## src/rtl/idf_pkg.sv

```systemverilog
// Shared types and helpers for the inertial-delay filter and other
// primitive-library monitors.
package idf_pkg;

  typedef enum logic [1:0] {
    LO     = 2'd0,
    PEND_R = 2'd1,
    HI     = 2'd2,
    PEND_F = 2'd3
  } filt_state_e;

  localparam int MAX_DLY = 255;
  localparam int POP_W   = 256;

  function automatic int unsigned popcount(input logic [POP_W-1:0] v);
    int unsigned n;
    n = 0;
    for (int i = 0; i < POP_W; i++) begin
      n = n + {31'd0, v[i]};
    end
    return n;
  endfunction

endpackage

```

## src/rtl/inertial_delay_filter_if.sv

```systemverilog
// Channel bundle for the inertial-delay filter.
// No backpressure: every edge with en high samples d_in; outputs are
// registered and valid every cycle, dbg_state packs 2 bits per channel.
interface inertial_delay_filter_if #(
  parameter int WIDTH = 2,
  parameter int CNT_W = 16
) ();
  logic               en;
  logic [WIDTH-1:0]   d_in;
  logic               clr_count;
  logic [WIDTH-1:0]   d_out;
  logic [WIDTH-1:0]   glitch;
  logic [CNT_W-1:0]   rej_count;
  logic [2*WIDTH-1:0] dbg_state;

  modport master (
    output en, d_in, clr_count,
    input  d_out, glitch, rej_count, dbg_state
  );

  modport slave (
    input  en, d_in, clr_count,
    output d_out, glitch, rej_count, dbg_state
  );
endinterface

```

## src/rtl/idf_channel.sv

```systemverilog
// One channel of the inertial-delay filter: level FSM, delay counter and
// a registered one-cycle glitch flag when a pending edge is cancelled.
module idf_channel
  import idf_pkg::*;
#(
  parameter int RISE_DLY = 2,
  parameter int FALL_DLY = 1
) (
  input  logic        clk,
  input  logic        rst_n,
  input  logic        i_en,
  input  logic        i_d,
  output logic        o_d,
  output logic        o_glitch,
  output logic        o_glitch_next,
  output filt_state_e o_state
);

  localparam int MAXD = (RISE_DLY > FALL_DLY) ? RISE_DLY : FALL_DLY;
  localparam int CW   = $clog2(MAXD + 1);
  localparam logic [CW:0] RISE_C = (CW+1)'(RISE_DLY);
  localparam logic [CW:0] FALL_C = (CW+1)'(FALL_DLY);

  filt_state_e   r_state, w_state_n;
  logic [CW-1:0] r_cnt, w_cnt_n;
  logic          r_out, w_out_n;
  logic          r_glitch, w_glitch_n;
  logic [CW:0]   w_cnt_inc;

  always_ff @(posedge clk or negedge rst_n) begin
    if (!rst_n) begin
      r_state  <= LO;
      r_cnt    <= '0;
      r_out    <= 1'b0;
      r_glitch <= 1'b0;
    end else begin
      r_state  <= w_state_n;
      r_cnt    <= w_cnt_n;
      r_out    <= w_out_n;
      r_glitch <= w_glitch_n;
    end
  end

  // The cnt-th consecutive sample is the one being evaluated; the edge that
  // brings the count to DLY is the one that commits the new level.
  always_comb begin
    w_state_n  = r_state;
    w_cnt_n    = r_cnt;
    w_out_n    = r_out;
    w_glitch_n = 1'b0;
    w_cnt_inc  = {1'b0, r_cnt} + 1'b1;
    if (i_en) begin
      unique case (r_state)
        LO: if (i_d) begin
          if (RISE_C == 1) begin
            w_state_n = HI;
            w_out_n   = 1'b1;
            w_cnt_n   = '0;
          end else begin
            w_state_n = PEND_R;
            w_cnt_n   = CW'(1);
          end
        end
        PEND_R: if (i_d) begin
          if (w_cnt_inc >= RISE_C) begin
            w_state_n = HI;
            w_out_n   = 1'b1;
            w_cnt_n   = '0;
          end else begin
            w_cnt_n   = w_cnt_inc[CW-1:0];
          end
        end else begin
          w_state_n  = LO;
          w_cnt_n    = '0;
          w_glitch_n = 1'b1;
        end
        HI: if (!i_d) begin
          if (FALL_C == 1) begin
            w_state_n = LO;
            w_out_n   = 1'b0;
            w_cnt_n   = '0;
          end else begin
            w_state_n = PEND_F;
            w_cnt_n   = CW'(1);
          end
        end
        PEND_F: if (!i_d) begin
          if (w_cnt_inc >= FALL_C) begin
            w_state_n = LO;
            w_out_n   = 1'b0;
            w_cnt_n   = '0;
          end else begin
            w_cnt_n   = w_cnt_inc[CW-1:0];
          end
        end else begin
          w_state_n  = HI;
          w_cnt_n    = '0;
          w_glitch_n = 1'b1;
        end
        default: ;
      endcase
    end
  end

  assign o_d           = r_out;
  assign o_glitch      = r_glitch;
  assign o_glitch_next = w_glitch_n;
  assign o_state       = r_state;

endmodule

```

## src/rtl/inertial_delay_filter.sv

```systemverilog
// WIDTH-channel inertial-delay filter; the top level only accumulates the
// saturating count of rejected glitches across all channels.
module inertial_delay_filter
  import idf_pkg::*;
#(
  parameter int WIDTH    = 2,
  parameter int RISE_DLY = 2,
  parameter int FALL_DLY = 1,
  parameter int CNT_W    = 16
) (
  input logic                    clk,
  input logic                    rst_n,
  inertial_delay_filter_if.slave bus
);

  if (RISE_DLY < 1 || RISE_DLY > MAX_DLY) begin : g_bad_rise
    $error("inertial_delay_filter: RISE_DLY out of range 1..255");
  end
  if (FALL_DLY < 1 || FALL_DLY > MAX_DLY) begin : g_bad_fall
    $error("inertial_delay_filter: FALL_DLY out of range 1..255");
  end

  localparam int SUM_W = CNT_W + $clog2(WIDTH + 1);
  localparam logic [SUM_W-1:0] SAT = SUM_W'({CNT_W{1'b1}});

  logic [WIDTH-1:0]   w_d_out;
  logic [WIDTH-1:0]   w_glitch;
  logic [WIDTH-1:0]   w_glitch_n;
  logic [2*WIDTH-1:0] w_dbg;
  logic [POP_W-1:0]   w_pop_vec;
  logic [SUM_W-1:0]   w_sum;
  logic [CNT_W-1:0]   r_rej;

  for (genvar g = 0; g < WIDTH; g++) begin : g_ch
    filt_state_e w_state;
    idf_channel #(
      .RISE_DLY (RISE_DLY),
      .FALL_DLY (FALL_DLY)
    ) u_ch (
      .clk           (clk),
      .rst_n         (rst_n),
      .i_en          (bus.en),
      .i_d           (bus.d_in[g]),
      .o_d           (w_d_out[g]),
      .o_glitch      (w_glitch[g]),
      .o_glitch_next (w_glitch_n[g]),
      .o_state       (w_state)
    );
    assign w_dbg[2*g +: 2] = w_state;
  end

  always_comb begin
    w_pop_vec             = '0;
    w_pop_vec[WIDTH-1:0]  = w_glitch_n;
    w_sum = SUM_W'(r_rej) + SUM_W'(popcount(w_pop_vec));
  end

  // Clear outranks same-edge rejections; clear works even with en low.
  always_ff @(posedge clk or negedge rst_n) begin
    if (!rst_n) begin
      r_rej <= '0;
    end else if (bus.clr_count) begin
      r_rej <= '0;
    end else if (bus.en) begin
      r_rej <= (w_sum > SAT) ? {CNT_W{1'b1}} : w_sum[CNT_W-1:0];
    end
  end

  assign bus.d_out     = w_d_out;
  assign bus.glitch    = w_glitch;
  assign bus.rej_count = r_rej;
  assign bus.dbg_state = w_dbg;

endmodule

```

## src/flat_wrapper.sv

```systemverilog
// flat-port wrapper written by rule: the top's interface ports become plain ports
module inertial_delay_filter_flat import idf_pkg::*;
#(
  parameter int WIDTH    = 2,
  parameter int RISE_DLY = 2,
  parameter int FALL_DLY = 1,
  parameter int CNT_W    = 16
)
  (clk, rst_n, bus_en, bus_d_in, bus_clr_count, bus_d_out, bus_glitch, bus_rej_count, bus_dbg_state);
  inertial_delay_filter_if #(.WIDTH(WIDTH), .CNT_W(CNT_W)) bus_i ();
  input logic clk;
  input logic rst_n;
  input wire logic [$bits(bus_i.en)-1:0] bus_en;
  input wire logic [$bits(bus_i.d_in)-1:0] bus_d_in;
  input wire logic [$bits(bus_i.clr_count)-1:0] bus_clr_count;
  output wire logic [$bits(bus_i.d_out)-1:0] bus_d_out;
  output wire logic [$bits(bus_i.glitch)-1:0] bus_glitch;
  output wire logic [$bits(bus_i.rej_count)-1:0] bus_rej_count;
  output wire logic [$bits(bus_i.dbg_state)-1:0] bus_dbg_state;
  assign bus_i.en = bus_en;
  assign bus_i.d_in = bus_d_in;
  assign bus_i.clr_count = bus_clr_count;
  assign bus_d_out = bus_i.d_out;
  assign bus_glitch = bus_i.glitch;
  assign bus_rej_count = bus_i.rej_count;
  assign bus_dbg_state = bus_i.dbg_state;
  inertial_delay_filter #(.WIDTH(WIDTH), .RISE_DLY(RISE_DLY), .FALL_DLY(FALL_DLY), .CNT_W(CNT_W)) u_core (.clk(clk), .rst_n(rst_n), .bus(bus_i));
endmodule
```

## config.mk

```make
export PLATFORM = sky130hd
export DESIGN_NAME = inertial_delay_filter_flat
export DESIGN_NICKNAME = d
export VERILOG_FILES = /design/src/rtl/idf_pkg.sv /design/src/rtl/inertial_delay_filter_if.sv /design/src/rtl/idf_channel.sv /design/src/rtl/inertial_delay_filter.sv /design/src/flat_wrapper.sv
export SDC_FILE = /design/constraint.sdc
export NUM_CORES = 1
export LEC_CHECK = 0
export BUFFER_PORTS_ARGS = -buffer_cell sky130_fd_sc_hd__buf_2
export CAP_MARGIN = 0
export CORE_MARGIN = 4
export CORE_UTILIZATION = 50
export CTS_BUF_LIST = sky130_fd_sc_hd__clkbuf_4
export DETAILED_ROUTE_END_ITERATION = 10
export PLACE_DENSITY_LB_ADDON = 0.2
export REMOVE_ABC_BUFFERS = 1
export SETUP_SLACK_MARGIN = 0.4
export SLEW_MARGIN = 20
export SYNTH_ARGS = -nofsm -noshare
export SYNTH_HDL_FRONTEND = slang
export SYNTH_HIERARCHICAL = 1
export SYNTH_SLANG_ARGS = --single-unit
```

## constraint.sdc

```tcl
create_clock -name clk -period 3.2 [get_ports clk]
set_input_delay 0.32 -clock clk [delete_from_list [all_inputs] [get_ports clk]]
set_output_delay 0.32 -clock clk [all_outputs]
set_load 0.01 [all_outputs]
```

==> results of run 1 <==
-- metrics by stage --
stage                     total power, mW  cell area [um^2]
final                              0.9483              1818
after global routing                1.026              1818
after CTS                          0.9471              1768
after detailed placement           0.8033              1742
after global placement             0.7913              1742
after floorplan                    0.6907              1534
-- critical path: stages (launching register included) --
cell      delay [ns]
dfrtp_1         0.51
nor2b_1         0.20
nor3_2          0.17
fa_1            0.27
ha_1            0.23
nand4_1         0.24
nor4_4          0.40
inv_1           0.21
a211oi_1        0.29
-- layout by cell type (no fill, tap or decap), types with 3 or more instances in the layout --
cell	count
o21ai_0	8
buf_4	6
nor3_2	4
nor2_1	11
a311oi_1	3
nand3_1	5
inv_1	12
dfrtp_1	26
buf_2	29
ha_1	3
a211oi_1	3
a41oi_1	4
nor2b_1	4
a21oi_1	9
o21bai_1	3
a31oi_1	9
nand2_1	13
clkbuf_4	3
nor3_1	9
nand4_1	3
-- final cells by class --
type                       count  area [um^2]  share of cell area (%)
clock inverter                 1        3.754                  0.2065
tap                           44        55.05                   3.028
inverter                      12        45.04                   2.478
multi-input combinational    121        798.3                   43.91
timing repair buffer          35        190.2                   10.46
sequential                    28        703.2                   38.68
clock buffer                   3        22.52                   1.239
-- worst min path at each step --
| stage | start | to | slack, ns |
|---|---|---|---|
| floorplan | rst_n | u_core/bus.rej_count[0] | 0.02 |
| global placement | rst_n | u_core/g_ch[1].u_ch/o_state[0] | 0.37 |
| detailed placement | rst_n | u_core/g_ch[1].u_ch/o_state[1] | 0.38 |
| CTS | rst_n | u_core/g_ch[1].u_ch/o_state[1] | 0.01 |
| global route | rst_n | u_core/bus.rej_count[0] | 0.03 |
| finish | rst_n | u_core/g_ch[1].u_ch/o_state[0] | -0.01 |
-- state kept, by name, summed over array words and instances, names as in the netlist --
signal,count
u_core/g_ch.u_ch/r_cnt,4
u_core/g_ch.u_ch/o_d,2
u_core/g_ch.u_ch/o_state,4
u_core/g_ch.u_ch/o_glitch,2
u_core/bus.rej_count,16
-- kinds of logic (layout without fill, tap and decap cells) --
logic type | after synthesis | after routing | share of synthesized area, %
AOI/OAI and AO/OA | 51 | 51 | 21.57
adders and majority gates | 4 | 4 | 3.622
buffers and inverters | 21 | 51 | 6.299
DFF | 28 | 28 | 44.09
muxes | 2 | 2 | 1.260
and+or+nand+nor | 64 | 64 | 23.15
-- layer usage --
| metal | track usage [%] | wire (um) | part of all wire [%] | vias to the layer above |
|---|---|---|---|---|
| met5 | 0 | 0 | 0 | - |
| met3 | 2.460 | 173 | 4.9 | 4 |
| li1 | - | - | - | 692 |
| met1 | 23.15 | 1609 | 46 | 691 |
| met4 | 5.805 | 28 | 0.80 | 0 |
| met2 | 27.71 | 1706 | 48 | 44 |
-- power by group --
part | internal, mW | switching, mW | leakage, nW | total [mW]
Combinational | 0.139 | 0.174 | 0.484 | 0.313
Clock | 0.0456 | 0.0959 | 0.0154 | 0.142
Sequential | 0.412 | 0.0820 | 0.365 | 0.494
Total | 0.596 | 0.352 | 0.865 | 0.948
-- repair_timing --
| item | CTS | global route |
|---|---|---|
| hold buffers | 0 | 0 |
| gates resized for setup | 0 | 4 |
| hold endpoints to repair | 0 | 0 |
| setup endpoints to repair | 0 | 9 |
| buffers inserted | 0 | 5 |
==> flow_summary.json, run 1 <==
{
  "final_core_util_pct": 59.55,
  "synth_flop_cell": "dfrtp_1",
  "timing.final.ws_setup_ns": 0.5777,
  "cts_tree": "done",
  "grt_max_degree": 29,
  "finalMaxSlewViolations": 0,
  "cts.reportedPaths.clkPinSlew_ns": 0.14,
  "hold_viol": 28,
  "setup_viol_count_final": 0,
  "async_flop_share_pct": 100.0,
  "synth_seq_cells": 28,
  "yosysTopAreaCell": "dfrtp_1",
  "syn_area_per_cell_um2": 9.347,
  "hp-class": "in2async",
  "setup.worst_path.end": "u_core/bus.rej_count[4]",
  "dp_hpwl_um": 2468,
  "whs_ns": -0.01398,
  "wl_um": 3518,
  "die_x_um": 64.38,
  "drc": 0,
  "cts_sinks": 28,
  "core-area_mm2": 0.003053,
  "wl_per_cell_um": 14.42,
  "final_net_count": 211,
  "reg2reg_slack_ns": 0.58,
  "fp-row-count": 20,
  "timing.critical_path.from": "u_core/g_ch[0].u_ch/o_state[1]",
  "htree_num_levels": 1,
  "rsz0062_at_grt": "false",
  "drt_iter0_drc": 65,
  "yosysMostFrequentCell": "dfrtp_1",
  "die_h_um": 64.38,
  "grt_pass1_vias": 1274,
  "crit_type": "reg2reg",
  "powerDensity_mw_per_mm2": 521.6,
  "synth_area_mm2": 0.001589,
  "slew_headroom_pct": 60.06,
  "synth_top_area_share_pct": 44.09,
  "yosys-top-cells-area": "dfrtp_1 44%, a31oi_1 3.5%, nor3_1 3.5%, nand2_1 3.1%, a21oi_1 2.8%",
  "place_ws_ns": 0.4561,
  "grt_usage_pct": 17.01,
  "gp_congestion": 0.8681,
  "routed_via_density": 5.865,
  "post-place-cells": 235,
  "fmax_mhz": 381.4,
  "reg2reg_to": "u_core/bus.rej_count[4]",
  "reg2reg_from": "u_core/g_ch[0].u_ch/o_state[1]",
  "ant_nets": 0,
  "ys_types": 40,
  "layout-drive-gt1-share_pct": 23.50,
  "grt_overflow_total": 0,
  "period_share_pct": 81.95,
  "die_area_mm2": 0.004144,
  "cts_max_path_buffers": 2,
  "synth-edff-count": 0,
  "startpoint_type": "register",
  "cts_inserted_buffers": 3,
  "worst-slew-pin-transition_ns": 0.5991,
  "vias": 1431,
  "setup_tns_ns": 0,
  "worstRegToRegCells": 8,
  "start_util_pct": 52.05,
  "ys_warn_count": 6,
  "cp-end-kind": "register",
  "detail_route.first_pass.iterations": 4,
  "boundaryPins": 30,
  "critPathRequiredTime_ns": 3.42,
  "netlist_instances": 170,
  "final_cells": 244,
  "root_buffer": "clkbuf_4",
  "p_leak_nw": 0.8652,
  "grt_pass1_wl_um": 5678,
  "drv_cap": 0,
  "skew_ns": 0.001593,
  "worstPathArrival_ns": 2.84,
  "insertion_delay_ns": 0.31,
  "insertedDiodeCount": 0,
  "vdd_drop_max_mv": 0.2244,
  "antenna_found_initial": 0,
  "post-route-min-period_ns": 2.622,
  "violations": "hold timing",
  "area.growth.synth_to_final_pct": 14.41,
  "ys_seq_area_share_pct": 44.09,
  "status": "finished, violations left",
  "critPathMaxFanout": 11,
  "io_buffers": 29,
  "ys_top_cells_by_count": "28 x dfrtp_1, 13 x nand2_1, 12 x inv_1, 11 x nor2_1, 11 x nor3_1",
  "n_fill_cell": 296
}
Power figures use the tool's default switching activity.
==> inputs of run 2 (changes only) <==
==> constraint.sdc (replaced) <==
create_clock -name clk -period 2.22 [get_ports clk]
set_input_delay 0.222 -clock clk [delete_from_list [all_inputs] [get_ports clk]]
set_output_delay 0.222 -clock clk [all_outputs]
set_load 0.01 [all_outputs]
==> flow_summary.json, run 2 (synthesis gave the netlist of run 1 again) <==
{
  "slew_headroom_pct": 58.13,
  "hold_viol": 0,
  "dp_hpwl_um": 2622,
  "wl_um": 4089,
  "cpMostUsedCell": "buf_4",
  "antenna_found_initial": 0,
  "crit_chain": "nor2b_4 > nor3_4 > fa_2 > ha_4 > nand4_1 > buf_4 > nor4_4 > buf_4 > nor3_2 > nor3_1",
  "layout_commonest_cell": "buf_2",
  "io_buffers": 29,
  "fp-row-count": 20,
  "cts_max_path_buffers": 2,
  "fmax_mhz": 459.0,
  "worstPathArrival_ns": 2.43,
  "drt_iter0_drc": 71,
  "powerDensity_mw_per_mm2": 755.9,
  "cp_slowest_cell": "dfrtp_2",
  "setup_viol_count_final": 0,
  "final_net_count": 231,
  "worst-slew-pin-transition_ns": 0.6281,
  "detail_route.first_pass.iterations": 4,
  "cts.reportedPaths.clkPinSlew_ns": 0.15,
  "root_buffer": "clkbuf_4",
  "critical_path_buf_inv_count": 2,
  "post-route-min-period_ns": 2.179,
  "vdd_drop_max_mv": 0.3718,
  "period_share_pct": 98.15,
  "grt_overflow_total": 0,
  "critPathMaxFanout": 5,
  "ant_nets": 0,
  "critPathRequiredTime_ns": 2.47,
  "core-area_mm2": 0.003053,
  "insertion_delay_ns": 0.33,
  "insertedDiodeCount": 0,
  "timing.final.ws_setup_ns": 0.04113,
  "stdcell_area_mm2": 0.002182,
  "die_area_mm2": 0.004144,
  "boundaryPins": 30,
  "drc": 0,
  "startpoint_type": "register",
  "crit_type": "reg2reg",
  "layout-drive-gt1-share_pct": 39.55,
  "skew_ns": 0.002755,
  "die_x_um": 64.38,
  "die_h_um": 64.38,
  "htree_num_levels": 1,
  "max_stage_delay_ns": 0.47,
  "p_leak_nw": 1.028,
  "status": "complete, no violations",
  "largest_reg_flops": 16,
  "dpl_cell_area_mm2": 0.001854,
  "final_cell_mix": "29 x buf_2, 27 x dfrtp_1, 23 x buf_4",
  "drv_cap": 0,
  "grt_max_degree": 29,
  "grt_pass1_wl_um": 6382,
  "wl_per_cell_um": 15.49,
  "start_util_pct": 52.05,
  "vias": 1546,
  "gp_congestion": 0.9239,
  "cts_tree": "done",
  "hp-class": "in2reg",
  "cts_inserted_buffers": 3,
  "cts_sinks": 28,
  "place_ws_ns": -0.1113,
  "finalMaxSlewViolations": 0,
  "cp-end-kind": "register",
  "grt_pass1_vias": 1505,
  "crit_family": "simple AND/OR/NAND/NOR gates",
  "rsz0062_at_grt": "true",
  "grt_usage_pct": 18.97,
  "routed_via_density": 5.856,
  "area.growth.synth_to_final_pct": 37.32,
  "power.total_mw": 1.649
}
-- run 2: changes by cell type in the layout (fill, tap and decap cells not counted), moves of 3 or more --
cell,before,now
buf_4,6,23
nor3_1,9,4
nor3_4,0,4
a211oi_1,3,0
a211oi_2,0,3
nor2_1,11,8
-- run 2: path summary, 6_finish.rpt --
| check | start | to | slack, ns | depth (start not counted) |
|---|---|---|---|---|
| max in group asynchronous | rst_n | u_core/g_ch[1].u_ch/o_state[1] | 1.36 | 2 |
| setup reg to reg | u_core/g_ch[1].u_ch/o_state[1] | u_core/bus.rej_count[0] | 0.04 | 10 |
| hold reg to reg | u_core/g_ch[0].u_ch/r_cnt[0] | u_core/g_ch[0].u_ch/r_cnt[0] | 0.52 | 1 |
| hold / removal | bus_en | u_core/g_ch[0].u_ch/o_glitch | 0.23 | 3 |
| min in group asynchronous | rst_n | u_core/g_ch[1].u_ch/o_d | 0.42 | 2 |
| setup / recovery | u_core/g_ch[1].u_ch/o_state[1] | u_core/bus.rej_count[0] | 0.04 | 10 |
-- run 2: worst reg2reg max path, stage by stage (launching register included) --
cell     delay, ns
dfrtp_2       0.47
nor2b_4       0.15
nor3_4        0.14
fa_2          0.26
ha_4          0.14
nand4_1       0.09
buf_4         0.17
nor4_4        0.25
buf_4         0.22
nor3_2        0.04
nor3_1        0.17
-- run 2: repair_timing --
action / 4_1_cts / 5_1_grt
endpoints found under the setup margin: 16 / 16
pin swaps: 8 / 7
hold endpoints to repair: 28 / 0
gates resized for setup: 22 / 18
buffers inserted: 7 / 2
hold buffers: 1 / 0
-- run 2: where the power goes --
| group | switching, mW | leakage [nW] | internal (mW) |
|---|---|---|---|
| Clock | 0.151 | 0.0279 | 0.183 |
| Sequential | 0.0663 | 0.367 | 0.593 |
| Combinational | 0.353 | 0.634 | 0.303 |
-- run 2: final cells by class --
class,instances,area (um^2)
fillers,234,870.8
inverters,12,47.55
repair buffers,55,350.3
flip-flops and latches,28,701.9
multi-input cells,121,974.7
clock buffers,3,22.52
clock inverters,1,30.03
well taps,44,55.05
-- run 2: through the flow --
stage	instances	hold WS, ns	TNS [ns]	utilization (%)
3_3_place_gp	250	0.2741	0	60.74
3_5_place_dp	250	0.2758	-0.7815	60.74
2_1_floorplan	161	-0.07359	-0.4639	-
4_1_cts	262	0.1855	0	67.54
6_report	264	0.2250	0	71.48
5_1_grt	264	0.2226	-0.1782	71.48
-- run 2: layer usage --
| layer | GRT usage (%) | vias to the layer above | part of all wire [%] |
|---|---|---|---|
| met2 | 33.63 | 48 | 51 |
| met4 | 6.332 | 0 | 1.3 |
| met1 | 23.65 | 756 | 43 |
| met3 | 2.460 | 6 | 4.0 |
| li1 | - | 736 | - |
| met5 | 0 | - | 0 |
